File: src/rtl/serializer_arbiter.sv
// Round-robin arbiter that forwards one requester word at a time to a serializer and reports completion.
// Optional statistics counters are built when SERIALIZER_ARB_STATS_EN is defined.
module serializer_arbiter #(
  parameter int NUM_REQ  = 4,
  parameter int START_TO = 4
) (
  input  logic                       clk_i,
  input  logic                       arst_n_i,
  input  logic [NUM_REQ-1:0]         req_val_i,
  input  logic [NUM_REQ*16-1:0]      req_data_i,
  input  logic [NUM_REQ*4-1:0]       req_mod_i,
  output logic [NUM_REQ-1:0]         req_ack_o,
  output logic                       req_err_o,
  output logic [15:0]                data_o,
  output logic [3:0]                 data_mod_o,
  output logic                       data_val_o,
  input  logic                       busy_i,
  output logic [$clog2(NUM_REQ)-1:0] grant_id_o,
  output logic                       arb_busy_o,
  output logic [15:0]                xfer_cnt_o,
  output logic [7:0]                 err_cnt_o
);

  localparam int IDW = $clog2(NUM_REQ);
  localparam int TOW = $clog2(START_TO + 1);
  localparam logic [TOW-1:0]     TO_LAST  = TOW'(START_TO - 1);
  localparam logic [IDW:0]       NREQ_W   = (IDW + 1)'(NUM_REQ);
  localparam logic [IDW-1:0]     LAST_ID  = IDW'(NUM_REQ - 1);
  localparam logic [NUM_REQ-1:0] ACK_ONE  = NUM_REQ'(1);

  typedef enum logic [2:0] {IDLE, ISSUE, WAIT_START, HOLD, DONE} state_e;

  state_e               state_q, state_d;
  logic [IDW-1:0]       grant_q, grant_d;
  logic [IDW-1:0]       rr_q, rr_d;
  logic [15:0]          data_q, data_d;
  logic [3:0]           mod_q, mod_d;
  logic                 dval_q, dval_d;
  logic [NUM_REQ-1:0]   ack_q, ack_d;
  logic                 err_q, err_d;
  logic [TOW-1:0]       to_cnt_q, to_cnt_d;

  logic [15:0]          data_arr [NUM_REQ];
  logic [3:0]           mod_arr  [NUM_REQ];
  logic                 found;
  logic [IDW-1:0]       win;
  logic [IDW:0]         idx_sum;

  genvar gi;
  generate
    for (gi = 0; gi < NUM_REQ; gi++) begin : g_unpack
      assign data_arr[gi] = req_data_i[16*gi +: 16];
      assign mod_arr[gi]  = req_mod_i[4*gi +: 4];
    end
  endgenerate

  // First active requester at or after rr_q, wrapping past the last index.
  always_comb begin
    found   = 1'b0;
    win     = '0;
    idx_sum = '0;
    for (int i = 0; i < NUM_REQ; i++) begin
      idx_sum = {1'b0, rr_q} + (IDW + 1)'(i);
      if (idx_sum >= NREQ_W) idx_sum = idx_sum - NREQ_W;
      if (!found && req_val_i[idx_sum[IDW-1:0]]) begin
        found = 1'b1;
        win   = idx_sum[IDW-1:0];
      end
    end
  end

  always_comb begin
    state_d  = state_q;
    grant_d  = grant_q;
    rr_d     = rr_q;
    data_d   = data_q;
    mod_d    = mod_q;
    to_cnt_d = to_cnt_q;
    dval_d   = 1'b0;
    ack_d    = '0;
    err_d    = 1'b0;
    unique case (state_q)
      IDLE: begin
        if (found && !busy_i) begin
          grant_d = win;
          data_d  = data_arr[win];
          mod_d   = mod_arr[win];
          // Lengths 1 and 2 are not accepted by the serializer; fail them without issuing.
          if (mod_arr[win] == 4'd1 || mod_arr[win] == 4'd2) begin
            state_d = DONE;
            err_d   = 1'b1;
          end else begin
            state_d = ISSUE;
            dval_d  = 1'b1;
          end
        end
      end
      ISSUE: begin
        state_d  = WAIT_START;
        to_cnt_d = '0;
      end
      WAIT_START: begin
        if (busy_i) begin
          state_d = HOLD;
        end else if (to_cnt_q == TO_LAST) begin
          state_d = DONE;
          err_d   = 1'b1;
        end else begin
          to_cnt_d = to_cnt_q + 1'b1;
        end
      end
      HOLD: begin
        if (!busy_i) state_d = DONE;
      end
      DONE: begin
        state_d = IDLE;
        rr_d    = (grant_q == LAST_ID) ? '0 : grant_q + 1'b1;
      end
      default: state_d = IDLE;
    endcase
    // Ack/err are registered on entry so they are high exactly during DONE.
    if (state_d == DONE) ack_d = ACK_ONE << grant_d;
  end

  always_ff @(posedge clk_i or negedge arst_n_i) begin
    if (!arst_n_i) begin
      state_q  <= IDLE;
      grant_q  <= '0;
      rr_q     <= '0;
      data_q   <= '0;
      mod_q    <= '0;
      dval_q   <= 1'b0;
      ack_q    <= '0;
      err_q    <= 1'b0;
      to_cnt_q <= '0;
    end else begin
      state_q  <= state_d;
      grant_q  <= grant_d;
      rr_q     <= rr_d;
      data_q   <= data_d;
      mod_q    <= mod_d;
      dval_q   <= dval_d;
      ack_q    <= ack_d;
      err_q    <= err_d;
      to_cnt_q <= to_cnt_d;
    end
  end

  assign req_ack_o  = ack_q;
  assign req_err_o  = err_q;
  assign data_o     = data_q;
  assign data_mod_o = mod_q;
  assign data_val_o = dval_q;
  assign grant_id_o = grant_q;
  assign arb_busy_o = (state_q != IDLE);

`ifdef SERIALIZER_ARB_STATS_EN
  logic [15:0] xfer_q;
  logic [7:0]  errc_q;

  // Counted on the cycle the ack is presented; both saturate.
  always_ff @(posedge clk_i or negedge arst_n_i) begin
    if (!arst_n_i) begin
      xfer_q <= '0;
      errc_q <= '0;
    end else if (state_q == DONE) begin
      if (err_q) begin
        if (errc_q != '1) errc_q <= errc_q + 1'b1;
      end else begin
        if (xfer_q != '1) xfer_q <= xfer_q + 1'b1;
      end
    end
  end

  assign xfer_cnt_o = xfer_q;
  assign err_cnt_o  = errc_q;
`else
  assign xfer_cnt_o = '0;
  assign err_cnt_o  = '0;
`endif

endmodule

File: config.mk
export PLATFORM = sky130hd
export DESIGN_NAME = serializer_arbiter
export DESIGN_NICKNAME = d
export VERILOG_FILES = /design/src/rtl/serializer_arbiter.sv
export SDC_FILE = /design/constraint.sdc
export NUM_CORES = 1
export LEC_CHECK = 0
export CORE_ASPECT_RATIO = 0.9
export CORE_MARGIN = 8
export CORE_UTILIZATION = 35
export CTS_CLUSTER_DIAMETER = 120
export DETAILED_ROUTE_END_ITERATION = 6
export PLACE_DENSITY = 0.82
export SYNTH_ARGS = -nofsm -noshare
export SYNTH_HDL_FRONTEND = slang
export SYNTH_SLANG_ARGS = --single-unit
File: constraint.sdc
create_clock -name clk_i -period 2.4 [get_ports clk_i]
set_input_delay 0.72 -clock clk_i [delete_from_list [all_inputs] [get_ports clk_i]]
set_output_delay 0.72 -clock clk_i [all_outputs]
set_load 0.02 [all_outputs]
==> run summary <==
CP Capture Type: register
Vias: 2663
Leak: 1.91 nW
Hold Slack: 478 ps
Clock sinks: 36
Die Width: 107 um
VDD IR-drop max: 587 uV
CTS tree: done
Ant. Diodes: 0
First DRT Iteration DRCs: 84
Period utilization: 1.02
Internal power: 2.78 mW
Failing checks: negative setup slack
Final worst slack: -40.7 ps
Final Util: 0.596
Critical path's largest stage delay: 550 ps
Total track usage: 0.169
EDFF count, synth: 0
CORE AREA: 0.00743 mm^2
Detailed-route DRC error count: 0
Max Fanout on Critical Path: 6
Crit path cell chain: buf_8 -> and2b_4 -> or4b_4 -> a21bo_1 -> a32oi_4 -> buf_12 -> xnor2_4 -> o31ai_2
Initial antenna violation count: 0
Setup Viol. Count Final: 2
RD Place Congestion: 0.929
First-pass GRT wire length: 14.5 mm
DP Area: 0.00403 mm^2
Clk pwr share: 0.116
Post-synthesis cell area: 0.00264 mm^2
Yosys cell types: 50
Outcome: finished with violations
Clock Latency Late Sink: 290 ps
Vias per inst: 5.06
Crit-path slowest cell: or4b_4
Power density cells: 1060 mW/mm^2
Die Y: 98.3 um
Final #Nets: 519
WL per Instance: 17.6 um
CTS Buf Count: 5
Hold Fails Final Rpt: 0
Worst min path class: register to register
Minimum clock period: 2440 ps
Final antenna-violating net count: 0
Post-CTS Hold Buffers: 0
Input/output buffers: 115
HPWL after DPL: 6.88 mm
Share of post-route cells with drive strength above 1: 0.265
Switching power: 1.92 mW
Comb pwr share: 0.668
Syn Inst Count: 276
Clock buffer depth: 2
Synth Area per Inst: 9.55 um^2
H-tree levels: 2
Asr flop ratio synth: 1.00
CP Data Required Time: 2600 ps
MaxCap Viol Count: 0
Critical Path Start Type: input port
F_max: 410 MHz
Initial Util: 0.355
DRT Pass-1 Iters: 4
Share of power burned in registers: 0.216
Final clock skew: 8.45 ps
Number of placement rows: 30
CP Data Arrival Time: 2640 ps
Fin area: 0.00443 mm^2
Largest net degree at the start of global routing: 37
Vias in the first global route: 2856
Relative max-transition margin: 0.453
Die Area: 0.0106 mm^2
Synth warn: 0
FF+latch count, synth: 36
Setup Slack @ Placement: -757 ps
WS Path Type: input port to register
Family with the most delay on the worst path: compound AO/OA/AOI/OAI gates
Area grow syn2layout: 68.2%
RSZ-0062 raised after global routing: true
Synth Flop Type: dfrtp_1
Wirelength, routed: 9.25 mm
Least-Margin Pin Slew: 821 ps
Clock-pin slew on the worst setup and hold paths: 80 ps
Sw frac: 0.409
I/O Pins: 140
Slew Limit Fails: 0
Grt ovf: 0
Register area share after synthesis: 0.342
Clk Tree Root Cell: clkbuf_8
Sum of buffers and inverters on the critical path: 2
logic make-up (layout without fill, tap and decap cells):
logic type,Yosys count,after routing,share of synthesized area
AOI/OAI and AO/OA,56,56,0.154
xor gates and xnor gates,2,2,0.00950
adders and majority gates,3,3,0.0142
buffers and inverters,41,170,0.108
DFF,36,36,0.342
muxes,49,49,0.194
other,1,24,0.00142
and+or+nand+nor,88,90,0.177
sequential cells by signal, summed over array words and instances, names as in the netlist:
signal	count
data_o	16
req_ack_o	4
data_val_o	1
to_cnt_q	3
data_mod_o	4
rr_q	2
state_q	3
grant_id_o	2
req_err_o	1
per-layer routing:
| layer | GRT usage | part of all wire | up-vias |
|---|---|---|---|
| li1 | - | - | 1265 |
| met1 | 0.189 | 0.40 | 1244 |
| met2 | 0.293 | 0.48 | 138 |
| met3 | 0.0546 | 0.10 | 16 |
| met4 | 0.0554 | 0.017 | 0 |
| met5 | 0 | 0 | - |
power groups by stage:
stage	clock network, mW	registers (mW)	logic, mW
3_3_place_gp	0	1.02	2.65
4_1_cts	0.557	1.02	3.05
5_1_grt	0.582	1.05	3.37
6_report	0.544	1.02	3.14
3_5_place_dp	0	1.02	2.74
2_1_floorplan	0	1.25	1.40
worst paths after layout:
check	startpoint	end	slack [ps]	depth (start not counted)
max	req_val_i[3]	req_ack_o[2]	-40	8
min reg2reg	data_mod_o[0]	data_mod_o[0]	480	2
min in group asynchronous	arst_n_i	rr_q[0]	520	1
max reg2reg	rr_q[0]	req_ack_o[2]	20	7
max in group asynchronous	arst_n_i	rr_q[1]	1330	1
min	data_mod_o[0]	data_mod_o[0]	480	2
placed cells by master, fill, tap and decap left out, types with 10 or more instances in the layout:
cell type / n
conb_1: 24
nand2_1: 38
dfrtp_1: 35
buf_4: 37
o21ai_1: 10
mux2_2: 17
clkdlybuf4s50_1: 109
mux2i_1: 32
o21ai_0: 15
Yosys cell counts (3+ instances only):
master | instances | share of area
ha_1 | 3 | 0.014
mux2i_1 | 32 | 0.12
o21ai_1 | 10 | 0.019
buf_4 | 27 | 0.077
and3_2 | 3 | 0.0085
inv_1 | 3 | 0.0043
a221oi_1 | 4 | 0.013
dfrtp_1 | 36 | 0.34
or3_1 | 4 | 0.0095
o31ai_1 | 8 | 0.023
nand3_1 | 7 | 0.013
nand2_1 | 38 | 0.054
mux2_2 | 17 | 0.073
nor3b_1 | 5 | 0.014
nor4_1 | 5 | 0.012
nand2b_1 | 3 | 0.0071
clkbuf_1 | 7 | 0.010
o21ai_0 | 15 | 0.028
nor2_1 | 5 | 0.0071
nor3_1 | 3 | 0.0057
buf_6 | 4 | 0.017
final cells by class:
type	instances	area, um^2
fill	612	3000
multi-input combinational	224	1710
timing repair buffer	159	1580
sequential	36	902
tap	96	120
clock buffer	5	68.8
clock inverter	3	42.5
inverter	3	11.3
timing repair:
action | 4_1_cts | 5_1_grt
gates resized for setup | 38 | 15
setup buffers | 4 | 5
setup endpoints to repair | 30 | 20
cloned | 3 | 0
pin swaps | 13 | 10
worst register-to-register path: cells and delay by family (launching register included):
family	cells	cell delay (ps)
flops	1	510
buf+inv	1	150
xor+xnor	1	120
compound gates	3	820
simple gates	2	680
metrics by stage:
stage / power, mW / instances / TNS [ps]
2_1_floorplan: 2.65 / 299 / -1160
3_3_place_gp: 3.67 / 506 / -16200
3_5_place_dp: 3.77 / 506 / -18420
4_1_cts: 4.63 / 521 / 0
5_1_grt: 5.00 / 526 / -200
6_report: 4.70 / 526 / -48.1
Note: power is estimated with default switching activity, not from simulation.
